[config.mk]
export PLATFORM = sky130hd
export DESIGN_NAME = digit_entry_register
export DESIGN_NICKNAME = d
export VERILOG_FILES = /design/src/rtl/digit_reg_pkg.sv /design/src/rtl/digit_slot.sv /design/src/rtl/digit_entry_register.sv
export SDC_FILE = /design/constraint.sdc
export NUM_CORES = 1
export LEC_CHECK = 0
export ABC_AREA = 1
export CAP_MARGIN = 40
export CORE_UTILIZATION = 49
export CTS_CLUSTER_DIAMETER = 40
export DETAILED_ROUTE_END_ITERATION = 16
export GPL_ROUTABILITY_DRIVEN = 0
export PLACE_DENSITY = 0.81
export SLEW_MARGIN = 30
export SYNTH_ARGS = -nofsm -noshare
export SYNTH_HDL_FRONTEND = slang
export SYNTH_HIERARCHICAL = 1
export SYNTH_SLANG_ARGS = --single-unit
export TNS_END_PERCENT = 30
[constraint.sdc]
create_clock -name clk -period 5.4 [get_ports clk]
set_input_delay 1.08 -clock clk [delete_from_list [all_inputs] [get_ports clk]]
set_output_delay 1.08 -clock clk [all_outputs]
set_load 0.02 [all_outputs]
[src/rtl/digit_reg_pkg.sv]
// rtl/digit_reg_pkg.sv - command encoding and slot select codes for the digit entry register
package digit_reg_pkg;

  localparam int CMD_W = 3;

  localparam logic [CMD_W-1:0] CMD_NOP   = 3'd0;
  localparam logic [CMD_W-1:0] CMD_PUSH  = 3'd1;
  localparam logic [CMD_W-1:0] CMD_BACK  = 3'd2;
  localparam logic [CMD_W-1:0] CMD_CLEAR = 3'd3;
  localparam logic [CMD_W-1:0] CMD_LOAD  = 3'd4;
  localparam logic [CMD_W-1:0] CMD_ROTL  = 3'd5;

  // What every slot does on the next edge; all slots share one select.
  typedef enum logic [2:0] {
    SEL_HOLD  = 3'd0,
    SEL_LEFT  = 3'd1,
    SEL_RIGHT = 3'd2,
    SEL_LOAD  = 3'd3,
    SEL_ZERO  = 3'd4
  } slot_sel_e;

endpackage

[src/rtl/digit_slot.sv]
// rtl/digit_slot.sv - one digit register with neighbour/load/zero input mux
module digit_slot
  import digit_reg_pkg::*;
#(
  parameter int DW = 4
) (
  input  logic          clk,
  input  logic          rst_n,
  input  slot_sel_e     sel,
  input  logic [DW-1:0] left,
  input  logic [DW-1:0] right,
  input  logic [DW-1:0] load_val,
  output logic [DW-1:0] q
);

  // Select the next digit value; left moves digits towards the MSBs, right towards slot 0.
  always_ff @(posedge clk) begin
    if (!rst_n) begin
      q <= '0;
    end else begin
      case (sel)
        SEL_LEFT:  q <= left;
        SEL_RIGHT: q <= right;
        SEL_LOAD:  q <= load_val;
        SEL_ZERO:  q <= '0;
        default:   q <= q;
      endcase
    end
  end

endmodule

[src/rtl/digit_entry_register.sv]
// rtl/digit_entry_register.sv - keypad digit shift register with push/back/clear/load/rotate
module digit_entry_register
  import digit_reg_pkg::*;
#(
  parameter  int DIGITS = 8,
  parameter  int DW     = 4,
  localparam int CW     = $clog2(DIGITS + 1)
) (
  input  logic                 clk,
  input  logic                 rst_n,
  input  logic                 ce,
  input  logic                 cmd_valid,
  input  logic [CMD_W-1:0]     cmd,
  input  logic [DW-1:0]        din,
  input  logic [DIGITS*DW-1:0] load_data,
  input  logic [CW-1:0]        load_count,
  output logic [DIGITS*DW-1:0] digits,
  output logic [CW-1:0]        count,
  output logic                 empty,
  output logic                 full,
  output logic                 err
);

  localparam logic [CW-1:0] FULL_COUNT = CW'(DIGITS);

  logic [DW-1:0] slot_q [DIGITS];
  logic [DW-1:0] slot0_left;
  slot_sel_e     sel;
  logic          rotate;
  logic          reject;
  logic          sampled;
  logic [CW-1:0] count_nxt;

  assign sampled    = ce & cmd_valid;
  assign empty      = (count == '0);
  assign full       = (count == FULL_COUNT);
  assign slot0_left = rotate ? slot_q[DIGITS-1] : din;

  // Decode the sampled command; a rejected command leaves sel at HOLD and the count untouched.
  always_comb begin
    sel       = SEL_HOLD;
    rotate    = 1'b0;
    reject    = 1'b0;
    count_nxt = count;
    if (sampled) begin
      case (cmd)
        CMD_NOP: ;
        CMD_PUSH: begin
          if (full) begin
            reject = 1'b1;
          end else begin
            sel       = SEL_LEFT;
            count_nxt = count + CW'(1);
          end
        end
        CMD_BACK: begin
          if (empty) begin
            reject = 1'b1;
          end else begin
            sel       = SEL_RIGHT;
            count_nxt = count - CW'(1);
          end
        end
        CMD_CLEAR: begin
          sel       = SEL_ZERO;
          count_nxt = '0;
        end
        CMD_LOAD: begin
          if (load_count > FULL_COUNT) begin
            reject = 1'b1;
          end else begin
            sel       = SEL_LOAD;
            count_nxt = load_count;
          end
        end
        CMD_ROTL: begin
          sel    = SEL_LEFT;
          rotate = 1'b1;
        end
        default: reject = 1'b1;
      endcase
    end
  end

  generate
    for (genvar i = 0; i < DIGITS; i++) begin : g_slot
      logic [DW-1:0] left_in;
      logic [DW-1:0] right_in;

      if (i == 0) begin : g_left_first
        assign left_in = slot0_left;
      end else begin : g_left_chain
        assign left_in = slot_q[i-1];
      end

      if (i == DIGITS - 1) begin : g_right_last
        assign right_in = '0;
      end else begin : g_right_chain
        assign right_in = slot_q[i+1];
      end

      digit_slot #(.DW(DW)) u_slot (
        .clk      (clk),
        .rst_n    (rst_n),
        .sel      (sel),
        .left     (left_in),
        .right    (right_in),
        .load_val (load_data[i*DW +: DW]),
        .q        (slot_q[i])
      );

      assign digits[i*DW +: DW] = slot_q[i];
    end
  endgenerate

  // Count and error pulse; err reflects only the command sampled at this edge.
  always_ff @(posedge clk) begin
    if (!rst_n) begin
      count <= '0;
      err   <= 1'b0;
    end else begin
      count <= count_nxt;
      err   <= reject;
    end
  end

endmodule
==> flow_summary.json <==
{
  "remaining_drc_errors": 0,
  "synthMuxAreaShare_pct": 1.43,
  "start_kind": "input port",
  "synth_seq_cells": 37,
  "synth_top_area_share_pct": 23.5,
  "root_buffer": "clkbuf_8",
  "synth_xor_area_share_pct": 0.278,
  "setup_tns_ns": 0,
  "holdBufCountCts": 0,
  "hold_path.class": "reg2reg",
  "p_sw_share_pct": 34.0,
  "critPathRequiredTime_ns": 5.59,
  "ys_seq_area_share_pct": 23.5,
  "synth_cell_types": 23,
  "portBuffers": 85,
  "dpl.hpwl_um": 6580,
  "overflow": 0,
  "path_max_fanout": 25,
  "synth_top_area_cell": "dfxtp_1",
  "cp-end-kind": "register",
  "p_int_uw": 515,
  "track_usage_pct": 27.3,
  "numCtsBuffers": 5,
  "cts_resized": 0,
  "grt_pass1_vias": 3254,
  "rsz0062_at_grt": "false",
  "netSwitchingPower_uw": 265,
  "yosysMostFrequentCell": "nor2_1",
  "core_mm2": 0.00606,
  "synth_top_family_by_area": "simple AND/OR/NAND/NOR gates",
  "final_antenna_net_count": 0,
  "htreeDepth": 2,
  "slew_headroom_pct": 44.0,
  "via_per_inst": 5.10,
  "min_from": "g_slot[0].u_slot/q[0]$_SDFFE_PN0P_",
  "ctsLongestPathBuffers": 2,
  "tightestPinTransition_ns": 0.840,
  "yosys-top-cells-area": "dfxtp_1 24%, nor2_1 13%, inv_1 12%",
  "worstSetupPathType": "in2reg",
  "r2r_start": "count[3]$_SDFFE_PN0P_",
  "synth_common_cells": "109 x nor2_1, 98 x inv_1, 54 x nand2_1, 40 x nand3_1, 40 x o21ai_1",
  "routed_wl_um": 8780,
  "initial_utilization_pct": 52.0,
  "via_count": 3516,
  "drive_gt1_share_pct": 17.2,
  "r2r-end": "g_slot[5].u_slot/q[2]$_SDFFE_PN0P_",
  "fin_crit_sh_pct": 68.5,
  "power_density_mw_per_mm2": 183,
  "areaGrowthSynthToFinish_pct": 35.3,
  "whs_path_depth": 2,
  "leakage_nw": 2.00,
  "antenna_found_initial": 0,
  "grt_max_degree": 49,
  "finalSetupViolCount": 0,
  "max-vdd-ir-drop_mv": 0.143,
  "fin_skew_ns": 0.00337,
  "pwr-share-comb_pct": 32.9,
  "die_h_um": 82.2,
  "grt_pass1_wl_um": 14400,
  "synth_top_flop_cell": "dfxtp_1",
  "yosysWarnings": 6,
  "drtIter0Drc": 135,
  "syn_inst": 515,
  "multi_input_area_mm2": 0.00199,
  "finalCriticalPeriod_ns": 3.70,
  "seqPwrFrac_pct": 41.1,
  "power_frac_clock_pct": 26.0,
  "cts_tree": "yes",
  "reg2reg_slack_ns": 2.77,
  "outcome": "completed",
  "synth_compound_area_share_pct": 7.70,
  "cts.sinks": 37,
  "maxCapViolCount": 0,
  "postSynthAreaPerCell_um2": 6.12,
  "synthArstFlopShare_pct": 0,
  "wire_per_inst_um": 12.7,
  "seq_area_um2": 741,
  "postCtsSetupBuffers": 0,
  "slew_viol_final": 0,
  "synth-simple-area-share_pct": 50.9,
  "dieArea_mm2": 0.00676,
  "diodes": 0,
  "nFillCells": 540,
  "hold_violations": 0,
  "std_cell_rows": 28,
  "worstPathArrival_ns": 3.89,
  "io_pins": 86,
  "syn_area_mm2": 0.00315,
  "holdPathEnd": "g_slot[0].u_slot/q[0]$_SDFFE_PN0P_",
  "max_freq_mhz": 270,
  "die_w_um": 82.2,
  "final_nets": 665,
  "power.total_uw": 781,
  "synth_edf_count": 0,
  "worst-r2r-cell-count": 13,
  "clkTransAtPathRegs_ns": 0.08,
  "synth_fa_ha_area_share_pct": 1.43,
  "insertion_delay_ns": 0.29,
  "first_pass_iters": 5
}
==> routing by layer <==
layer	part of all wire (%)	vias up	global-route usage (%)
met5	0	-	0
met2	47	118	47.1
met3	5.5	14	4.62
met1	46	1555	33.9
li1	-	1829	-
met4	1.4	0	9.65
==> critical path: stages <==
cell and delay, ns:
clkdlybuf4s50_1 0.52, nor2_2 0.21, nand2_2 0.13, inv_1 0.08
nand2_1 0.13, a31oi_4 0.69, buf_4 0.43, inv_2 0.06
nand3_2 0.14, nor2_1 0.06, nor2_1 0.13, nand3_1 0.10
nand2_1 0.07, inv_1 0.04
==> cells in the final DEF, fill, tap and decap left out, types with 2 or more instances in the layout <==
master,count
clkbuf_8,6
inv_1,98
nand2_2,4
nand2_4,16
o21ai_1,40
nand3_1,40
mux2_2,4
clkdlybuf4s50_1,85
nor2_4,2
ha_1,2
o22ai_1,3
nand2_1,54
nand3_2,24
nand4_1,33
dfxtp_1,37
inv_2,25
buf_4,4
conb_1,4
nor2_1,108
nor2_2,17
==> cells by family (layout without fill, tap and decap cells) <==
logic type	after synthesis	in the layout
other	1	4
flip-flops	37	37
buffers and inverters	123	220
multiplexers	4	4
AO/OA/AOI/OAI	47	47
adder cells (fa/ha/maj)	3	3
XOR/XNOR	1	1
AND/OR/NAND/NOR	299	299
==> power by group through the flow <==
| stage | sequential [mW] | combinational [mW] | clock, mW |
|---|---|---|---|
| 3_3_place_gp | 0.327 | 0.249 | 0 |
| 3_5_place_dp | 0.327 | 0.255 | 0 |
| 2_1_floorplan | 0.344 | 0.123 | 0 |
| 5_1_grt | 0.324 | 0.282 | 0.219 |
| 6_report | 0.321 | 0.257 | 0.203 |
| 4_1_cts | 0.321 | 0.257 | 0.209 |
==> layout make-up <==
cell class,instances,share of cell area [%]
Sequential cell,37,17.4
Clock buffer,7,2.02
Tap cell,75,2.20
Multi-Input combinational cell,358,46.7
Timing Repair Buffer,90,20.9
Inverter,123,10.8
==> through the flow <==
step / utilization [%] / hold slack [ns] / std cells / instance area [µm²] / worst slack (ns)
finish: 70.4 / 0.554 / 690 / 4260 / 1.70
CTS: 70.4 / 0.550 / 690 / 4260 / 1.76
detailed placement: 68.9 / 0.529 / 683 / 4180 / 1.46
floorplan: - / 0.598 / 518 / 3160 / 0.447
global route: 70.4 / 0.590 / 690 / 4260 / 1.50
global placement: 68.7 / 0.533 / 682 / 4170 / 1.59
==> registers in the layout, summed over array words and instances, names as in the netlist <==
| signal | flops |
|---|---|
| count | 4 |
| g_slot.u_slot/q | 32 |
| err | 1 |
==> worst max-delay path by stage <==
stage / from / to / slack [ns] / depth (start not counted)
2_1_floorplan: cmd[1] / g_slot[1].u_slot/q[0]$_SDFFE_PN0P_ / 0.45 / 8
3_3_place_gp: cmd[0] / g_slot[3].u_slot/q[3]$_SDFFE_PN0P_ / 1.59 / 12
3_5_place_dp: cmd[0] / g_slot[5].u_slot/q[1]$_SDFFE_PN0P_ / 1.46 / 14
4_1_cts: cmd[0] / g_slot[5].u_slot/q[1]$_SDFFE_PN0P_ / 1.76 / 14
5_1_grt: cmd[0] / g_slot[3].u_slot/q[1]$_SDFFE_PN0P_ / 1.50 / 14
6_report: cmd[0] / g_slot[5].u_slot/q[2]$_SDFFE_PN0P_ / 1.70 / 14
(Power assumes the default switching activity.)
